`config.mk`:
```
export PLATFORM = sky130hd
export DESIGN_NAME = parc_core_fill_arbiter
export DESIGN_NICKNAME = d
export VERILOG_FILES = /design/src/rtl/parc_core_fill_arbiter.sv
export SDC_FILE = /design/constraint.sdc
export NUM_CORES = 1
export LEC_CHECK = 0
export BUFFER_PORTS_ARGS = -buffer_cell sky130_fd_sc_hd__buf_4
export CAP_MARGIN = 20
export CORE_ASPECT_RATIO = 1.4
export CORE_MARGIN = 8
export CORE_UTILIZATION = 30
export CTS_CLUSTER_DIAMETER = 100
export CTS_CLUSTER_SIZE = 10
export DETAILED_ROUTE_END_ITERATION = 8
export SKIP_CTS_REPAIR_TIMING = 1
export SLEW_MARGIN = 15
export SYNTH_ARGS = -nofsm -noshare
export SYNTH_HDL_FRONTEND = slang
export SYNTH_SLANG_ARGS = --single-unit
```
`constraint.sdc`:
```
create_clock -name clk -period 6.58 [get_ports clk]
set_input_delay 0.658 -clock clk [delete_from_list [all_inputs] [get_ports clk]]
set_output_delay 0.658 -clock clk [all_outputs]
set_load 0.02 [all_outputs]
```
`src/rtl/parc_core_fill_arbiter.sv`:
```
// Completion collector ahead of the ROB fill port.
// Each functional unit has its own small FIFO of finished results. One result
// per cycle is granted round-robin and drives the ROB fill and RF write.
module parc_core_fill_arbiter #(
    parameter int unsigned NSRC   = 3,
    parameter int unsigned DEPTH  = 2,
    parameter int unsigned SLOT_W = 4,
    parameter int unsigned PREG_W = 5,
    parameter int unsigned DATA_W = 32,
    localparam int unsigned GSRC_W = (NSRC > 1) ? $clog2(NSRC) : 1
) (
    input  logic                     clk,
    input  logic                     reset,
    input  logic [NSRC-1:0]          fu_val,
    output logic [NSRC-1:0]          fu_rdy,
    input  logic [NSRC*SLOT_W-1:0]   fu_slot,
    input  logic [NSRC*PREG_W-1:0]   fu_preg,
    input  logic [NSRC*DATA_W-1:0]   fu_data,
    input  logic                     wb_stall,
    output logic                     rob_fill_val,
    output logic [SLOT_W-1:0]        rob_fill_slot,
    output logic                     rf_wen,
    output logic [PREG_W-1:0]        rf_waddr,
    output logic [DATA_W-1:0]        rf_wdata,
    output logic [GSRC_W-1:0]        grant_src
);

    localparam int unsigned PTR_W = (DEPTH > 1) ? $clog2(DEPTH) : 1;
    localparam int unsigned CNT_W = $clog2(DEPTH + 1);

    // Per-source FIFO storage
    logic [SLOT_W-1:0] r_slot [NSRC][DEPTH];
    logic [PREG_W-1:0] r_preg [NSRC][DEPTH];
    logic [DATA_W-1:0] r_data [NSRC][DEPTH];

    // Per-source FIFO control and arbitration pointer
    logic [PTR_W-1:0]  r_wr_ptr [NSRC];
    logic [PTR_W-1:0]  r_rd_ptr [NSRC];
    logic [CNT_W-1:0]  r_count  [NSRC];
    logic [GSRC_W-1:0] r_rr_ptr;

    logic [NSRC-1:0]   w_push;
    logic [NSRC-1:0]   w_pop;
    logic [NSRC-1:0]   w_elig;
    logic              w_found;
    logic              w_grant;
    logic [GSRC_W-1:0] w_gidx;
    logic [GSRC_W:0]   w_scan;

    // Ready, push and eligibility come from registered counts only
    always_comb begin
        fu_rdy = '0;
        w_push = '0;
        w_elig = '0;
        for (int i = 0; i < int'(NSRC); i++) begin
            w_elig[i] = (r_count[i] != '0);
            fu_rdy[i] = reset && (r_count[i] < CNT_W'(DEPTH));
            w_push[i] = fu_val[i] && fu_rdy[i];
        end
    end

    // Round-robin scan starting at rr_ptr; stall or reset suppresses the grant
    always_comb begin
        w_found = 1'b0;
        w_gidx  = '0;
        w_scan  = '0;
        for (int k = 0; k < int'(NSRC); k++) begin
            w_scan = (GSRC_W+1)'(r_rr_ptr) + (GSRC_W+1)'(k);
            if (w_scan >= (GSRC_W+1)'(NSRC)) begin
                w_scan = w_scan - (GSRC_W+1)'(NSRC);
            end
            for (int j = 0; j < int'(NSRC); j++) begin
                if (!w_found && w_elig[j] && (w_scan == (GSRC_W+1)'(j))) begin
                    w_found = 1'b1;
                    w_gidx  = GSRC_W'(j);
                end
            end
        end
        w_grant = w_found && !wb_stall && reset;
        w_pop   = '0;
        for (int i = 0; i < int'(NSRC); i++) begin
            w_pop[i] = w_grant && (w_gidx == GSRC_W'(i));
        end
    end

    // Writeback outputs muxed from the granted FIFO head, zero when idle
    always_comb begin
        rob_fill_val  = 1'b0;
        rf_wen        = 1'b0;
        rob_fill_slot = '0;
        rf_waddr      = '0;
        rf_wdata      = '0;
        grant_src     = '0;
        if (w_grant) begin
            rob_fill_val = 1'b1;
            rf_wen       = 1'b1;
            grant_src    = w_gidx;
            for (int j = 0; j < int'(NSRC); j++) begin
                if (w_pop[j]) begin
                    rob_fill_slot = r_slot[j][r_rd_ptr[j]];
                    rf_waddr      = r_preg[j][r_rd_ptr[j]];
                    rf_wdata      = r_data[j][r_rd_ptr[j]];
                end
            end
        end
    end

    // FIFO pointers, occupancy and round-robin pointer
    always_ff @(posedge clk) begin
        if (!reset) begin
            for (int i = 0; i < int'(NSRC); i++) begin
                r_wr_ptr[i] <= '0;
                r_rd_ptr[i] <= '0;
                r_count[i]  <= '0;
            end
            r_rr_ptr <= '0;
        end else begin
            for (int i = 0; i < int'(NSRC); i++) begin
                if (w_push[i]) begin
                    r_wr_ptr[i] <= r_wr_ptr[i] + PTR_W'(1);
                end
                if (w_pop[i]) begin
                    r_rd_ptr[i] <= r_rd_ptr[i] + PTR_W'(1);
                end
                if (w_push[i] && !w_pop[i]) begin
                    r_count[i] <= r_count[i] + CNT_W'(1);
                end else if (w_pop[i] && !w_push[i]) begin
                    r_count[i] <= r_count[i] - CNT_W'(1);
                end
            end
            if (w_grant) begin
                r_rr_ptr <= (w_gidx == GSRC_W'(NSRC - 1)) ? '0 : (w_gidx + GSRC_W'(1));
            end
        end
    end

    // Payload storage; contents are only meaningful while counted as valid
    always_ff @(posedge clk) begin
        for (int i = 0; i < int'(NSRC); i++) begin
            if (w_push[i]) begin
                r_slot[i][r_wr_ptr[i]] <= fu_slot[i*SLOT_W +: SLOT_W];
                r_preg[i][r_wr_ptr[i]] <= fu_preg[i*PREG_W +: PREG_W];
                r_data[i][r_wr_ptr[i]] <= fu_data[i*DATA_W +: DATA_W];
            end
        end
    end

endmodule
```
==> summary.txt <==
Pwr
  • Internal: 3320 uW
  • Switching share of power: 32.1%
  • Gate power share: 27.9%
  • Clock group share of total power: 29.5%
  • Leakage: 0.00486 uW
  • Pwr per Cell Area: 366 nW/um2
  • Register share of total power: 42.5%
  • Peak VDD IR: 0.000201 V
  • Net Sw Power: 1570 uW

Route
  • Number of DRC markers in iteration 0: 261
  • Via density: 4.70
  • Via count: 6,341
  • Post-route ant nets: 0
  • Drt total wl: 28.6 mm
  • DR DRC count: 0
  • DR pass1 iterations: 7
  • DR WL/cell: 21.2 um

Worst setup path
  • Crit path DAT: 3340 ps
  • Critical Path End Type: primary output
  • Slowest-stage cell, CP: buf_4
  • Cell family with most CP delay: simple AND/OR/NAND/NOR gates
  • Worst Path Buf+Inv: 2
  • CP Class: reg -> out
  • CP Launch Type: register
  • Critical Path Fanout Max: 47
  • CP max stage delay: 550 ps
  • Critical path data required time: 5920 ps
  • CP Cell Sequence: nor2_1, a21oi_1, nor3_4, buf_4, a21oi_1, a211oi_1, buf_4

Layout
  • Layout area overhead: 25.2%
  • Share of cells above drive strength 1: 27.0%
  • Nets@finish: 1,000
  • Post-route cell area: 13,400 um2

CTS
  • Clk slew on worst S/H paths: 60 ps
  • Num CTS Buffers: 29
  • Clock root cell: clkbuf_16
  • Clk_lat worst skew: 550 ps
  • Max clock buf depth: 3
  • Number of H-tree levels: 1
  • Clock tree from TritonCTS: built
  • Clock sinks: 260

Flow run
  • Max-cap viol count: 0

Synth
  • Async set-reset flop share out of synthesis: 0%
  • Cell count after synthesis: 685
  • Main synth FF type: edfxtp_1
  • FF+latch count, synth: 260
  • Mapped Area: 10,700 um2
  • Post-synthesis cell type count: 46
  • Post-synth EDFFs: 258
  • Synth Area in Compound Gates: 6.49%
  • Yosys warnings: 0
  • Avg Cell Area, Syn: 15.6 um2
  • Register area share after synthesis: 73.0%
  • Syn Nets: 817
  • Adder-cell share of the synthesized area: 0.352%
  • XOR/XNOR share of the synthesized area: 0.493%
  • Synth Area in Simple Gates: 5.82%
  • Synth top area share: 72.7%
  • Largest family of logic cells by synthesized area: multiplexers
  • Cell taking the most area after synthesis: edfxtp_1
  • Mux cell area share after synthesis: 11.6%
  • Top post-synthesis cells by count: edfxtp_1, mux2i_1, nand2_1, a21oi_1, a211oi_1
  • Synth area leaders: edfxtp_1, mux2i_1, nand2_1
  • Most frequent cell after synthesis: edfxtp_1

Global route
  • GRT Overall Usage: 13.3%
  • Global-route wire length before repair: 42.5 mm
  • Pin count of the biggest net entering global routing: 54
  • Antenna violations before repair: 3
  • Vias in the first global route: 7,008
  • Gr ovfl total: 0

Floorplan
  • I/O Pins: 177
  • Core area: 35,000 um2
  • Num rows: 81
  • Die H: 239 um
  • Die area: 41,900 um2
  • Die W: 175 um
  • Initial core utilization: 30.5%

Timing
  • Final setup fails: 0
  • Final Max Tran Viols: 0
  • Hold Vio Cnt, Final: 0
  • Worst slew margin: 37.6%
  • FMAX: 250 MHz
  • Layout Skew: 19.3 ps
  • Fraction of the cycle the final worst path needs: 60.8%
  • Slew @ Worst Pin: 936 ps
  • Final min period: 4000 ps
  • Setup TNS: 0 ps
  • RSZ-0062 raised after global routing: no

Placed design
  • Placer Congestion: 0.788
  • # port buffers: 176
  • Placed Instance Area: 12,500 um2
  • Hpwl dp: 18.5 mm

Min path
  • HP Class: in -> reg

Status
  • Status: finished clean
power groups by stage:
stage	combinational (uW)	sequential [uW]	clock (uW)
after floorplan	903	2080	0
after global placement	1390	2110	0
after detailed placement	1390	2110	0
after CTS	1400	2080	1490
after global routing	1500	2090	1550
final	1370	2080	1440
layout by cell type (no fill, tap or decap), types with 3 or more instances in the layout:
cell       count
edfxtp_1     258
nor2b_1        5
clkbuf_16     29
nand2_1       94
buf_4        193
nand3b_1       3
a21oi_1       45
inv_1          6
nor2_4         3
mux2i_1      124
nor2_1        12
ha_1           3
nor3_1         4
clkbuf_1      24
a211oi_1      41
xnor2_1        4
o21ai_0        3
sequential cells by signal, summed over array words and instances, names as in the netlist:
| register | cells |
|---|---|
| r_count | 6 |
| r_data | 192 |
| r_preg | 30 |
| r_rd_ptr | 3 |
| r_rr_ptr | 2 |
| r_slot | 24 |
| r_wr_ptr | 3 |
logic make-up after synthesis:
group                      Yosys count
DFF                                260
and+or+nand+nor                    140
muxes                              124
AOI/OAI and AO/OA                  104
buffers and inverters               48
xor gates and xnor gates             6
adders and majority gates            3
final cells by class:
cell class	instances	area, um2
clock inverters	1	8.76
clock buffers	53	816
inverters	7	26.3
multi-input cells	377	2690
diodes	2	5.00
well taps	456	571
repair buffers	193	1450
flip-flops and latches	260	7790
fillers	3287	21600
path summary, 6_finish.rpt:
kind | start | cells after the start | slack [ps] | to
min | fu_data[22] | 1 | 290 | r_data[0][22]
min reg2reg | r_rr_ptr[0] | 2 | 480 | r_rr_ptr[0]
max reg2reg | r_count[2][0] | 9 | 3450 | r_count[0][0]
max | r_count[1][1] | 7 | 2580 | rf_wdata[27]
metal layers:
layer / up-vias / routed length, um / track usage (%)
met2: 143 / 16200 / 25.8
met3: 38 / 1190 / 2.28
met4: 2 / 610 / 4.71
met1: 3174 / 10600 / 14.1
met5: - / 13 / 0
li1: 2984 / - / -
per-stage QoR:
step	hold WS [ps]	total power (uW)	setup WS [ps]	instances	utilization [%]
3_3_place_gp	467	3490	3230	1293	35.8
3_5_place_dp	468	3510	3080	1293	35.8
6_report	287	4890	2580	1349	38.2
2_1_floorplan	452	2980	2980	685	-
4_1_cts	248	4970	2500	1347	38.2
5_1_grt	252	5140	2350	1349	38.2
No activity file was read; power rests on OpenSTA's default activity.
